--- src/rtl/fs_domain_ctrl_pkg.sv ---
// Shared types and constants for the fail-safe domain controller.
// State encoding doubles as the STATE register readback value.
package fs_domain_pkg;

    typedef enum logic [1:0] {
        ST_OFF    = 2'd0,
        ST_INIT   = 2'd1,
        ST_NORMAL = 2'd2,
        ST_SAFE   = 2'd3
    } fs_state_e;

    localparam logic [7:0] ADDR_CTRL     = 8'h00;
    localparam logic [7:0] ADDR_VCORE_TH = 8'h01;
    localparam logic [7:0] ADDR_VDDIO_TH = 8'h02;
    localparam logic [7:0] ADDR_VMON_TH  = 8'h03;
    localparam logic [7:0] ADDR_VMON_EN  = 8'h10;
    localparam logic [7:0] ADDR_SVS      = 8'h11;
    localparam logic [7:0] ADDR_FILT     = 8'h12;
    localparam logic [7:0] ADDR_STAT     = 8'h13;
    localparam logic [7:0] ADDR_REACT    = 8'h14;
    localparam logic [7:0] ADDR_STATE    = 8'h15;
    localparam logic [7:0] ADDR_WDKEY    = 8'h16;

    localparam int F_VCORE_OV  = 0;
    localparam int F_VCORE_UV  = 1;
    localparam int F_VDDIO_OV  = 2;
    localparam int F_VDDIO_UV  = 3;
    localparam int F_FCCU1     = 4;
    localparam int F_FCCU2     = 5;
    localparam int F_ERRMON    = 6;
    localparam int F_VMON_BASE = 7;

    localparam logic [11:0] WD_KEY = 12'h0A5;
    localparam logic [3:0]  TH_RST = 4'h8;

    function automatic int fault_width(input int nvmon);
        return F_VMON_BASE + 2 * nvmon;
    endfunction

endpackage

--- src/rtl/fs_domain_ctrl_if.sv ---
// APB slave bus bundle for the fail-safe domain controller.
interface fs_domain_ctrl_if #(
    parameter int DATA_W = 15
);
    logic              psel;
    logic              penable;
    logic              pwrite;
    logic [7:0]        paddr;
    logic [DATA_W-1:0] pwdata;
    logic [DATA_W-1:0] prdata;
    logic              pready;
    logic              pslverr;

    modport master (
        output psel, penable, pwrite, paddr, pwdata,
        input  prdata, pready, pslverr
    );

    modport slave (
        input  psel, penable, pwrite, paddr, pwdata,
        output prdata, pready, pslverr
    );
endinterface

--- src/rtl/fs_domain_ctrl_filter.sv ---
// Single-channel fault deglitcher: saturating run-length counter
// compared against the programmed filter length.
module fs_fault_filter #(
    parameter int FILT_W = 4
) (
    input  logic              clk,
    input  logic              rst_n,
    input  logic              raw_i,
    input  logic              en_i,
    input  logic [FILT_W-1:0] filt_i,
    output logic              flt_o
);
    logic [FILT_W-1:0] cnt_q, cnt_d;

    always_comb begin
        cnt_d = '0;
        if (en_i && raw_i) begin
            cnt_d = (&cnt_q) ? cnt_q : cnt_q + FILT_W'(1);
        end
    end

    always_ff @(posedge clk) begin
        if (!rst_n) cnt_q <= '0;
        else        cnt_q <= cnt_d;
    end

    assign flt_o = en_i & raw_i & (cnt_q >= filt_i);
endmodule

--- src/rtl/fs_domain_ctrl.sv ---
// Fail-safe domain controller: deglitched fault capture, OFF/INIT/NORMAL/SAFE
// FSM and APB register file. Define FS_WDG_EN to add the WDKEY watchdog.
module fs_domain_ctrl
    import fs_domain_pkg::*;
#(
    parameter int UDLY     = 1,
    parameter int NVMON    = 4,
    parameter int FILT_W   = 4,
    parameter int INIT_TMO = 1024,
    parameter int WD_TMO   = 4096,
    parameter int DATA_W   = 15
) (
    input  logic                 clk,
    input  logic                 rst_n,
    input  logic                 fs_enable,
    input  logic                 vcoremon_ov,
    input  logic                 vcoremon_uv,
    input  logic                 vddio_ov,
    input  logic                 vddio_uv,
    input  logic [NVMON-1:0]     vmonx_ov,
    input  logic [NVMON-1:0]     vmonx_uv,
    input  logic                 fccu1,
    input  logic                 fccu2,
    input  logic                 errmon,
    fs_domain_ctrl_if.slave      apb,
    output logic [3:0]           vcoreovth,
    output logic [3:0]           vcoreuvth,
    output logic [3:0]           vddioovth,
    output logic [3:0]           vddiouvth,
    output logic [4*NVMON-1:0]   vmon_ovth,
    output logic [4*NVMON-1:0]   vmon_uvth,
    output logic [NVMON-1:0]     vmon_en,
    output logic [4:0]           svs_offset,
    output logic                 dfs,
    output logic                 fs_ready,
    output logic                 valid_wd
);
    localparam int NF   = fault_width(NVMON);
    localparam int NTH  = NVMON + 2;
    localparam int IC_W = $clog2(INIT_TMO + 1);

    if (DATA_W < NF || NVMON < 1 || NVMON > 4 || FILT_W > DATA_W ||
        INIT_TMO < 2 || WD_TMO < 2 || UDLY < 0) begin : g_bad_cfg
        $error("fs_domain_ctrl: illegal parameter combination");
    end

    fs_state_e         state_q, state_d;
    logic [IC_W-1:0]   init_cnt_q, init_cnt_d;
    logic [3:0]        ov_th_q [NTH];
    logic [3:0]        uv_th_q [NTH];
    logic [NVMON-1:0]  vmon_en_q;
    logic [4:0]        svs_q;
    logic [FILT_W-1:0] filt_q;
    logic [NF-1:0]     stat_q, stat_d;
    logic [NF-1:0]     react_q;
    logic              lock_q;

    logic [NF-1:0]     raw, fen, flt, w1c;
    logic [7:0]        a;
    logic              acc, is_th, mapped, err, wr, go;
    logic              go_blk, stat_hit, wd_err;
    logic [DATA_W-1:0] rdata;

    // APB decode
    assign a     = apb.paddr;
    assign acc   = apb.psel & apb.penable;
    assign is_th = (a >= ADDR_VCORE_TH) && (a <= ADDR_VDDIO_TH + 8'(NVMON));

    always_comb begin
        mapped = is_th || (a == ADDR_CTRL) ||
                 ((a >= ADDR_VMON_EN) && (a <= ADDR_STATE));
`ifdef FS_WDG_EN
        if (a == ADDR_WDKEY) mapped = 1'b1;
`endif
    end

    assign err = acc & (~mapped | (apb.pwrite & lock_q & is_th));
    assign wr  = acc & apb.pwrite & ~err;
    assign go  = wr && (a == ADDR_CTRL) && apb.pwdata[0];
    assign w1c = (wr && (a == ADDR_STAT)) ? apb.pwdata[NF-1:0] : '0;

    assign apb.pready  = 1'b1;
    assign apb.pslverr = err;
    assign apb.prdata  = rdata;

    always_comb begin
        rdata = '0;
        if (apb.psel) begin
            for (int k = 0; k < NTH; k++) begin
                if (a == ADDR_VCORE_TH + 8'(k)) rdata[7:0] = {uv_th_q[k], ov_th_q[k]};
            end
            case (a)
                ADDR_CTRL:    rdata[1]          = lock_q;
                ADDR_VMON_EN: rdata[NVMON-1:0]  = vmon_en_q;
                ADDR_SVS:     rdata[4:0]        = svs_q;
                ADDR_FILT:    rdata[FILT_W-1:0] = filt_q;
                ADDR_STAT:    rdata[NF-1:0]     = stat_q;
                ADDR_REACT:   rdata[NF-1:0]     = react_q;
                ADDR_STATE:   rdata[2:0]        = {wd_err, state_q};
                default:      ;
            endcase
        end
    end

    always_ff @(posedge clk) begin
        if (!rst_n) begin
            for (int k = 0; k < NTH; k++) begin
                ov_th_q[k] <= TH_RST;
                uv_th_q[k] <= TH_RST;
            end
            vmon_en_q <= '0;
            svs_q     <= '0;
            filt_q    <= FILT_W'(3);
            react_q   <= '1;
            lock_q    <= 1'b0;
        end else if (wr) begin
            for (int k = 0; k < NTH; k++) begin
                if (a == ADDR_VCORE_TH + 8'(k)) begin
                    ov_th_q[k] <= apb.pwdata[3:0];
                    uv_th_q[k] <= apb.pwdata[7:4];
                end
            end
            case (a)
                ADDR_CTRL:    if (apb.pwdata[1]) lock_q <= 1'b1;
                ADDR_VMON_EN: vmon_en_q <= apb.pwdata[NVMON-1:0];
                ADDR_SVS:     svs_q     <= apb.pwdata[4:0];
                ADDR_FILT:    filt_q    <= apb.pwdata[FILT_W-1:0];
                ADDR_REACT:   react_q   <= apb.pwdata[NF-1:0];
                default:      ;
            endcase
        end
    end

    // Fault vector assembly; disabled VMON channels keep their filter idle
    always_comb begin
        raw = '0;
        fen = '1;
        raw[F_VCORE_OV] = vcoremon_ov;
        raw[F_VCORE_UV] = vcoremon_uv;
        raw[F_VDDIO_OV] = vddio_ov;
        raw[F_VDDIO_UV] = vddio_uv;
        raw[F_FCCU1]    = fccu1;
        raw[F_FCCU2]    = fccu2;
        raw[F_ERRMON]   = errmon;
        for (int i = 0; i < NVMON; i++) begin
            raw[F_VMON_BASE + 2*i]     = vmonx_ov[i];
            raw[F_VMON_BASE + 2*i + 1] = vmonx_uv[i];
            fen[F_VMON_BASE + 2*i]     = vmon_en_q[i];
            fen[F_VMON_BASE + 2*i + 1] = vmon_en_q[i];
        end
    end

    for (genvar g = 0; g < NF; g++) begin : g_flt
        fs_fault_filter #(
            .FILT_W (FILT_W)
        ) u_flt (
            .clk    (clk),
            .rst_n  (rst_n),
            .raw_i  (raw[g]),
            .en_i   (fen[g]),
            .filt_i (filt_q),
            .flt_o  (flt[g])
        );
    end

    assign stat_d   = (stat_q & ~w1c) | flt;
    assign stat_hit = |(stat_q & react_q);
    assign go_blk   = |((stat_q | flt) & react_q);

    always_ff @(posedge clk) begin
        if (!rst_n) stat_q <= '0;
        else        stat_q <= stat_d;
    end

    always_ff @(posedge clk) begin
        if (!rst_n) begin
            state_q    <= ST_OFF;
            init_cnt_q <= '0;
        end else begin
            state_q    <= state_d;
            init_cnt_q <= init_cnt_d;
        end
    end

    assign init_cnt_d = (state_q == ST_INIT) ? init_cnt_q + IC_W'(1) : '0;

    always_comb begin
        state_d = state_q;
        unique case (state_q)
            ST_OFF:    if (fs_enable) state_d = ST_INIT;
            ST_INIT: begin
                if (go)                                      state_d = go_blk ? ST_SAFE : ST_NORMAL;
                else if (init_cnt_q == IC_W'(INIT_TMO - 1)) state_d = ST_SAFE;
            end
            ST_NORMAL: if (stat_hit || wd_err) state_d = ST_SAFE;
            ST_SAFE:   if (go && !go_blk)      state_d = ST_NORMAL;
            default:   state_d = ST_OFF;
        endcase
        if (!fs_enable) state_d = ST_OFF;
    end

    always_comb begin
        dfs      = (state_q != ST_NORMAL);
        fs_ready = (state_q == ST_NORMAL);
        valid_wd = fs_ready & ~wd_err;
    end

`ifdef FS_WDG_EN
    localparam int WC_W = $clog2(WD_TMO + 1);

    logic [WC_W-1:0] wd_cnt_q, wd_cnt_d;
    logic            wd_err_q, wd_err_d;
    logic            go_ok;

    assign go_ok = fs_enable && go && !go_blk &&
                   (state_q == ST_INIT || state_q == ST_SAFE);

    always_comb begin
        wd_cnt_d = '0;
        wd_err_d = wd_err_q;
        if (state_q == ST_NORMAL) begin
            wd_cnt_d = wd_cnt_q + WC_W'(1);
            if (wr && (a == ADDR_WDKEY)) begin
                if (apb.pwdata == DATA_W'(WD_KEY)) wd_cnt_d = '0;
                else                               wd_err_d = 1'b1;
            end
            if (wd_cnt_q == WC_W'(WD_TMO - 1)) wd_err_d = 1'b1;
        end
        if (go_ok) wd_err_d = 1'b0;
    end

    always_ff @(posedge clk) begin
        if (!rst_n) begin
            wd_cnt_q <= '0;
            wd_err_q <= 1'b0;
        end else begin
            wd_cnt_q <= wd_cnt_d;
            wd_err_q <= wd_err_d;
        end
    end

    assign wd_err = wd_err_q;
`else
    assign wd_err = 1'b0;
`endif

    assign vcoreovth  = ov_th_q[0];
    assign vcoreuvth  = uv_th_q[0];
    assign vddioovth  = ov_th_q[1];
    assign vddiouvth  = uv_th_q[1];
    assign vmon_en    = vmon_en_q;
    assign svs_offset = svs_q;

    for (genvar i = 0; i < NVMON; i++) begin : g_vth
        assign vmon_ovth[4*i +: 4] = ov_th_q[2 + i];
        assign vmon_uvth[4*i +: 4] = uv_th_q[2 + i];
    end
endmodule

--- src/flat_wrapper.sv ---
// flat-port wrapper written by rule: the top's interface ports become plain ports
module fs_domain_ctrl_flat import fs_domain_pkg::*;
#(
    parameter int UDLY     = 1,
    parameter int NVMON    = 4,
    parameter int FILT_W   = 4,
    parameter int INIT_TMO = 1024,
    parameter int WD_TMO   = 4096,
    parameter int DATA_W   = 15
)
  (clk, rst_n, fs_enable, vcoremon_ov, vcoremon_uv, vddio_ov, vddio_uv, vmonx_ov, vmonx_uv, fccu1, fccu2, errmon, vcoreovth, vcoreuvth, vddioovth, vddiouvth, vmon_ovth, vmon_uvth, vmon_en, svs_offset, dfs, fs_ready, valid_wd, apb_psel, apb_penable, apb_pwrite, apb_paddr, apb_pwdata, apb_prdata, apb_pready, apb_pslverr);
  fs_domain_ctrl_if #(.DATA_W(DATA_W)) apb_i ();
  input  logic clk;
  input  logic rst_n;
  input  logic fs_enable;
  input  logic vcoremon_ov;
  input  logic vcoremon_uv;
  input  logic vddio_ov;
  input  logic vddio_uv;
  input  logic [NVMON-1:0] vmonx_ov;
  input  logic [NVMON-1:0] vmonx_uv;
  input  logic fccu1;
  input  logic fccu2;
  input  logic errmon;
  output logic [3:0] vcoreovth;
  output logic [3:0] vcoreuvth;
  output logic [3:0] vddioovth;
  output logic [3:0] vddiouvth;
  output logic [4*NVMON-1:0] vmon_ovth;
  output logic [4*NVMON-1:0] vmon_uvth;
  output logic [NVMON-1:0] vmon_en;
  output logic [4:0] svs_offset;
  output logic dfs;
  output logic fs_ready;
  output logic valid_wd;
  input wire logic [$bits(apb_i.psel)-1:0] apb_psel;
  input wire logic [$bits(apb_i.penable)-1:0] apb_penable;
  input wire logic [$bits(apb_i.pwrite)-1:0] apb_pwrite;
  input wire logic [$bits(apb_i.paddr)-1:0] apb_paddr;
  input wire logic [$bits(apb_i.pwdata)-1:0] apb_pwdata;
  output wire logic [$bits(apb_i.prdata)-1:0] apb_prdata;
  output wire logic [$bits(apb_i.pready)-1:0] apb_pready;
  output wire logic [$bits(apb_i.pslverr)-1:0] apb_pslverr;
  assign apb_i.psel = apb_psel;
  assign apb_i.penable = apb_penable;
  assign apb_i.pwrite = apb_pwrite;
  assign apb_i.paddr = apb_paddr;
  assign apb_i.pwdata = apb_pwdata;
  assign apb_prdata = apb_i.prdata;
  assign apb_pready = apb_i.pready;
  assign apb_pslverr = apb_i.pslverr;
  fs_domain_ctrl #(.UDLY(UDLY), .NVMON(NVMON), .FILT_W(FILT_W), .INIT_TMO(INIT_TMO), .WD_TMO(WD_TMO), .DATA_W(DATA_W)) u_core (.clk(clk), .rst_n(rst_n), .fs_enable(fs_enable), .vcoremon_ov(vcoremon_ov), .vcoremon_uv(vcoremon_uv), .vddio_ov(vddio_ov), .vddio_uv(vddio_uv), .vmonx_ov(vmonx_ov), .vmonx_uv(vmonx_uv), .fccu1(fccu1), .fccu2(fccu2), .errmon(errmon), .apb(apb_i), .vcoreovth(vcoreovth), .vcoreuvth(vcoreuvth), .vddioovth(vddioovth), .vddiouvth(vddiouvth), .vmon_ovth(vmon_ovth), .vmon_uvth(vmon_uvth), .vmon_en(vmon_en), .svs_offset(svs_offset), .dfs(dfs), .fs_ready(fs_ready), .valid_wd(valid_wd));
endmodule
--- config.mk ---
export PLATFORM = sky130hd
export DESIGN_NAME = fs_domain_ctrl_flat
export DESIGN_NICKNAME = d
export VERILOG_FILES = /design/src/rtl/fs_domain_ctrl_pkg.sv /design/src/rtl/fs_domain_ctrl_if.sv /design/src/rtl/fs_domain_ctrl_filter.sv /design/src/rtl/fs_domain_ctrl.sv /design/src/flat_wrapper.sv
export SDC_FILE = /design/constraint.sdc
export NUM_CORES = 1
export LEC_CHECK = 0
export ABC_AREA = 1
export CAP_MARGIN = 15
export CELL_PAD_IN_SITES_DETAIL_PLACEMENT = 2
export CELL_PAD_IN_SITES_GLOBAL_PLACEMENT = 2
export CORE_ASPECT_RATIO = 0.9
export CORE_MARGIN = 2
export CORE_UTILIZATION = 35
export CTS_BUF_LIST = sky130_fd_sc_hd__clkbuf_4 sky130_fd_sc_hd__clkbuf_8
export DETAILED_ROUTE_END_ITERATION = 10
export PLACE_DENSITY_LB_ADDON = 0.1
export SLEW_MARGIN = 30
export SYNTH_ARGS = -nofsm -noshare
export SYNTH_HDL_FRONTEND = slang
export SYNTH_HIERARCHICAL = 1
export SYNTH_SLANG_ARGS = --single-unit
--- constraint.sdc ---
create_clock -name clk -period 4.3 [get_ports clk]
set_clock_uncertainty 0.15 [all_clocks]
set_input_delay 0.43 -clock clk [delete_from_list [all_inputs] [get_ports clk]]
set_output_delay 0.43 -clock clk [all_outputs]
set_load 0.005 [all_outputs]
* Word level (Yosys, flattened, before mapping)
Memory sizes are Yosys's and may differ from the RTL's.
Cells that the tools add are included.
** Storage, ports and cells
- Memories :: 2
- Output and inout port bits :: 77
- Register bits after elaboration :: 117
- Logic and storage cells :: 246
- Input bits :: 44
- RAM bits :: 48
** Cells by class
- Bitwise operators :: 50
- $lt $le $gt $ge :: 19
- Reductions and logical operators :: 59
- Add/subtract/negate cells :: 16
- Multiplexer cells :: 57
- Equality and inequality tests :: 20
** Memory list
- u_core.ov_th_q :: words 6, bits a word 4, rd ports 6, clocked after Yosys merged registers in 0, write ports 6, RTL line fs_domain_ctrl.sv:49 : logic [3:0] ov_th_q [NTH];
- u_core.uv_th_q :: words 6, bits a word 4, rd ports 6, clocked after Yosys merged registers in 0, write ports 6, RTL line fs_domain_ctrl.sv:50 : logic [3:0] uv_th_q [NTH];
** Operator list (number)
- adder 4 x 1 -> 4 bit (second input constant) :: 15
- >= comparator 4 bit :: 15
- AND reduction 4 bit :: 15
- equality test 8 x 5 -> 1 bit (second input constant) :: 6
- 2-to-1 mux 4 bit :: 12
- 2-to-1 mux 8 bit :: 6
- bitwise AND 15 bit :: 3
- AND reduction 2 bit :: 21
- 2-to-1 mux 15 bit :: 2
- bitwise OR 15 bit :: 2
- OR reduction 15 bit :: 2
- bitwise AND 1 bit :: 29
- 2-to-1 mux 1 bit :: 26
- equality test 8 x 3 -> 1 bit (second input constant) :: 3
- one-hot mux 10 bit (2 select lines) :: 1
- equality test 8 x 2 -> 1 bit (second input constant) :: 2
- NOT 15 bit :: 1
- logical AND 1 bit :: 14
- bitwise OR 1 bit :: 13
- one-hot mux 1 bit (6 select lines) :: 2
- adder 11 x 1 -> 11 bit (second input constant) :: 1
- equality test 11 x 10 -> 1 bit (second input constant) :: 1
- equality test 8 x 1 -> 1 bit (second input constant) :: 1
- >= comparator 8 x 1 -> 1 bit (second input constant) :: 1
- 19 further kinds :: 27

* Longest topological paths before layout
- Depth in word-level cells :: 14
- Mapped depth :: 15
- Depth with buffers taken out :: 15

* By module
The synthesis kept the hierarchy.
** Modules (own cells, without submodules)
- fs_domain_ctrl :: sequential area each 2582.5 um2, area each 5225.0 um2, times used 1, cells an instance 678
- fs_fault_filter :: sequential area each 80.1 um2, area each 332.8 um2, times used 15, cells an instance 48

* Worst setup path after synthesis
Ideal clock, no wire load.
- Kind :: input to register
- Start point :: in apb_paddr[6]
- End point :: mem u_core.ov_th_q[2][0], enable pin
- Setup time :: 384 ps
- Required time :: 3766 ps
- Stages :: 6
- Path slack :: 2000 ps
- Buffers on the path :: 1
- Data arrival time :: 1766 ps
- Cells stage by stage :: nor2_4 > nand2_2 > nor2_2 > inv_2 > buf_2 > o21ai_0
** RTL lines
- from (decl) :: RTL line flat_wrapper.sv:39 : input wire logic [$bits(apb_i.paddr)-1:0] apb_paddr;
- to (decl) :: RTL line fs_domain_ctrl.sv:49

* Final worst setup path
- Start point :: in apb_paddr[1]
- End point :: out apb_prdata[0]
** On the way
- Longest elaborated chain between the ends :: 9
- Elaborated cells on any way between the ends :: 20
- Those cells by class :: 12 x eq/ne; 8 x mux
** Ends and longest elaborated chain
- equality test 8 x 1 -> 1 bit :: RTL line fs_domain_ctrl.sv:90 : if (a == ADDR_VCORE_TH + 8'(k)) rdata[7:0] = {uv_th_q[k], ov_th_q[k]};
- 2-to-1 mux 8 bit (6 in a row) :: RTL line fs_domain_ctrl.sv:90
- one-hot mux 1 bit (6 select lines) (*) :: RTL line fs_domain_ctrl.sv:92 : case (a)
- 2-to-1 mux 15 bit (*) :: RTL line fs_domain_ctrl.sv:88 : if (apb.psel) begin
- to (decl) :: RTL line flat_wrapper.sv:41 : output wire logic [$bits(apb_i.prdata)-1:0] apb_prdata;
Every way passes the cells marked *; elsewhere a longest branch is shown, timed or not.

==> results.md <==
Route:
- Before antenna repair, the detailed router went through 4 iterations.
- The detailed-route wire length is between 30000 and 40000 um.
- The first-iteration detailed-routing DRC count is roughly 360.
- In this run the remaining antenna-violating nets after routing total 0.
- Dividing the detail-routed via count by the number of cells gives between 5 and 6.
- After detailed routing, the number of remaining DRC violations is 0.
- Detailed routing inserted a total of between 9000 and 10000 vias.
- The post-detailed-route wirelength per cell is 18.1 um.

Clock network:
- The clock tree root driver cell is sky130_fd_sc_hd__clkbuf_8.
- The CTS tree is done.
- The H-tree depth reported by CTS is 4.
- The clock transition at the registers of the reported paths is around 0.09 ns.
- The number of buffers between clock root and the deepest sink is 2.
- The count of instances resized after the clock tree is built is 0.
- In this run the post-CTS setup repair buffer count came out at 0.
- Counting every sink on the clock net gives between 150 and 200.
- The clock latency reported for the late side of the worst-skew pair is around 0.47 ns.
- The number of CTS-inserted buffers is 17.
- The cts-stage hold buffer count is 0.

Synth:
- The combined area of all synthesized cells is 0.0102 mm2.
- The number of synthesized flops with an enable pin is between 40 and 50.
- The number of storage elements in the synthesis netlist is 165.
- Synthesis handed over a netlist of 1398 instances.
- For this run, the register share of the synthesized area comes to 37.0%.
- The synthesized netlist contains 38 unique library cells.
- The number of warnings issued by yosys is 6.
- Of all flip-flops after synthesis, the portion carrying an async set or reset was 0%.
- The most instantiated flip-flop cell in the synthesis netlist is sky130_fd_sc_hd__dfxtp_1.
- Dividing the synthesized area by the synthesized cell count gives ~7.3 um2.

Die:
- The overall die area is around 0.031 mm2.
- The horizontal die dimension is 184 um.
- After floorplanning, the core was sized to cover about 0.029 mm2.
- The boundary pin count is approximately 120.
- The starting utilization of the core area is between 30% and 40%.
- The die is roughly 170 um tall.
- The floorplan has 59 rows.

Layout:
- The total area of multi-input combinational cells is approximately 0.0053 mm2.
- In the final layout, the share of cells above drive strength 1 is between 9 and 10%.
- Relative to the synthesized area, the layout overhead comes to 20.0%.
- After filler insertion, the fill cell instance count of the layout stands at 3401.
- The finished cells cover between 0.01 and 0.015 mm2.
- After the last flow step, the layout net total stands at 1656.
- The final instance count without filler cells is around 1900.
- Measured on the finished design, the core utilization comes to between 40% and 50%.
- The area taken by flip-flops and latches is approximately 0.0038 mm2.

Power:
- In this run, the clock network consumes between 30% and 40% of the power.
- Net switching is 26.4% of the power.
- The combinational power share is between 7 and 8%.
- The switching power of the nets is around 0.8 mW.
- The analysis attributes to cell leakage a power of 5.91 nW.
- The internal portion of total power is ~2.3 mW.
- The worst-case IR drop observed on VDD is around 0.20 mV.
- Total power for the finished layout comes to 3.08 mW.
- The part of the total power dissipated in sequential elements is roughly 54%.
- The ratio of total power to cell area is between 200 and 300 mW/mm2.

Global routing:
- The global-route congestion overflow total is 0.
- The initial antenna violation count was 0.
- The global router's overall resource usage is a little under a quarter.
- The via count of the first global-routing pass is a little over 10000.
- The largest net degree at the start of global routing is between 40 and 50.
- The first global-routing pass estimated about 55000 um of wire.

Placed design:
- Summing all placed instances gives a cell area of between 0.01 and 0.015 mm2.
- The minimum setup slack after placement is about 0.72 ns.
- Once detailed placement completed, the half-perimeter wirelength came to about 27000 um.
- The number of placed instances, taps included, is 1883.
- In this run the tool buffered the top-level ports with roughly 120 buffer cells.
- The final RePlAce weighted congestion is about 0.8.

Critical path:
- The maximum fanout count along the critical path is 10.
- The signal arrival time at the worst endpoint is 3.02 ns.
- The largest incremental delay on the critical path is ~0.60 ns.
- The reg2reg setup slack is 1.30 ns.
- The data required time at the worst endpoint is 3.72 ns.
- STA classifies the critical path endpoint as a primary output.
- The startpoint type of the worst setup path is an input port.
- The worst setup path is of the input port to primary output kind.
- The critical path goes through clkdlybuf4s50_1, inv_2, nor2_2, nand2_1, nor2_2, nand2_1, nand3_1, o21ai_1, nand3_1, nor2_1, nor2_1, clkdlybuf4s50_1.
- The critical path's slowest cell is sky130_fd_sc_hd__clkdlybuf4s50_1.

Timing:
- The time the final worst path needs with I/O delays and setup is 3.60 ns.
- The worst path uses 83.8% of the clock period.
- The number of max-slew violations in the final report is 0.
- The slew at the pin with the worst max-slew slack is 0.918 ns.
- The final setup violation count is 0.
- Setup slack closes at around 0.7 ns.
- The number of failing hold endpoints at the final stage is 0.
- The worst max-slew margin expressed relative to the limit is about 39%.
- The timing-limited maximum frequency is between 0.2 and 0.3 GHz.
- Final hold analysis gives a worst-case slack of 0.276 ns.
- Setup repair after global routing left no endpoint under its margin.
- The total negative slack is 0 ns.

Run status:
- The run finished with clean final reports.

Run:
- The tool flagged a number of max-cap violations equal to 0.

Min path:
- The kind of path behind the tightest hold check is input port to flop.
-- critical path: cells and delay by family --
family | cells | cell delay (ns)
simple gates | 8 | 1.30
buf+inv | 3 | 1.19
compound gates | 1 | 0.08
-- power by group through the flow --
stage          logic [mW]  registers, mW  clock network, mW
2_1_floorplan      0.0900           1.68                  0
5_1_grt             0.253           1.65               1.29
3_5_place_dp        0.234           1.69                  0
3_3_place_gp        0.227           1.68                  0
4_1_cts             0.236           1.65               1.24
6_report            0.234           1.65               1.20
-- final timing paths --
check,from,endpoint,cells after the start
setup / recovery,apb_paddr[1],apb_prdata[0],12
hold reg to reg,u_core/init_cnt_q[0]$_SDFF_PN0_,u_core/init_cnt_q[0]$_SDFF_PN0_,1
hold / removal,rst_n,u_core/react_q[0]$_SDFFE_PN1P_,2
setup reg to reg,u_core/filt_q[3]$_SDFFE_PN0P_,u_core/state_q[0]$_SDFFE_PN0P_,12
-- final cells by class --
cell class	instances	share of cell area, %
antenna	1	0.0204
clock buffer	18	2.02
clock inverter	14	1.22
inverter	291	8.91
multi-input combinational	933	43.0
sequential	165	30.9
tap	366	3.74
timing repair buffer	128	10.2
-- flip-flops by register name, indices dropped and copies added, names as in the netlist --
name and count:
u_core/react_q 15, u_core/init_cnt_q 11, u_core/state_q 2, u_core/lock_q 1, u_core/ov_th_q 24, u_core/uv_th_q 24, u_core/svs_offset 5, u_core/g_flt.u_flt/cnt_q 60
u_core/filt_q 4, u_core/stat_q 15, u_core/vmon_en 4
-- kinds of logic after synthesis --
logic type,after synthesis,synth area share (%)
AND/OR/NAND/NOR,662,32.3
buffers and inverters,307,11.7
AO/OA/AOI/OAI,185,9.52
flip-flops,165,37.0
adder cells (fa/ha/maj),76,9.31
XOR/XNOR,2,0.171
other,1,0.0367
-- cell usage after synthesis (2+ instances only) --
cell	instances	area share [%]
sky130_fd_sc_hd__nor2_8	15	2.9
sky130_fd_sc_hd__or2_1	15	0.92
sky130_fd_sc_hd__nor3_1	2	0.098
sky130_fd_sc_hd__buf_6	2	0.22
sky130_fd_sc_hd__ha_1	76	9.3
sky130_fd_sc_hd__buf_2	4	0.20
sky130_fd_sc_hd__o21ai_1	40	2.0
sky130_fd_sc_hd__nor2_2	11	0.67
sky130_fd_sc_hd__nand4_1	43	2.6
sky130_fd_sc_hd__buf_4	5	0.37
sky130_fd_sc_hd__o211ai_1	10	0.73
sky130_fd_sc_hd__inv_1	257	9.4
sky130_fd_sc_hd__nand2_1	318	12
sky130_fd_sc_hd__inv_2	32	1.2
sky130_fd_sc_hd__nor2_4	7	0.77
sky130_fd_sc_hd__nor2_1	105	3.9
sky130_fd_sc_hd__clkinv_1	2	0.074
sky130_fd_sc_hd__dfxtp_1	117	23
sky130_fd_sc_hd__o21bai_1	2	0.15
sky130_fd_sc_hd__o21ai_0	41	2.0
sky130_fd_sc_hd__edfxtp_1	48	14
sky130_fd_sc_hd__a22o_1	2	0.17
sky130_fd_sc_hd__a31oi_1	6	0.37
sky130_fd_sc_hd__nand3_2	21	2.1
sky130_fd_sc_hd__nand2_2	20	1.2
sky130_fd_sc_hd__a21oi_1	83	4.1
sky130_fd_sc_hd__clkbuf_1	5	0.18
sky130_fd_sc_hd__nor3_2	2	0.20
sky130_fd_sc_hd__nand3_1	98	4.8
-- layer usage --
layer | part of all wire [%] | vias up | GRT usage (%)
met1 | 47 | 4748 | 30.4
met2 | 48 | 131 | 40.3
met4 | 1.1 | 0 | 4.83
met3 | 3.6 | 23 | 4.04
li1 | - | 4747 | -
met5 | 0 | - | 0
-- placed cells by master, fill, tap and decap left out, drive strengths merged, types with 2 or more instances in the layout --
cell / synthesis / routed
nand3: 120 / 120
nand2: 338 / 338
o21ai: 81 / 81
o211ai: 10 / 10
conb: 1 / 8
a21oi: 83 / 83
nand4: 43 / 43
o21bai: 2 / 2
clkbuf: 5 / 18
buf: 11 / 10
dfxtp: 117 / 117
or2: 16 / 16
a31oi: 6 / 6
nor2: 138 / 138
a22o: 2 / 2
inv: 289 / 293
ha: 76 / 76
clkdlybuf4s50: 0 / 118
nor3: 4 / 4
bufinv: 0 / 2
clkinv: 2 / 9
edfxtp: 48 / 48
Note: power is estimated with default switching activity, not from simulation.
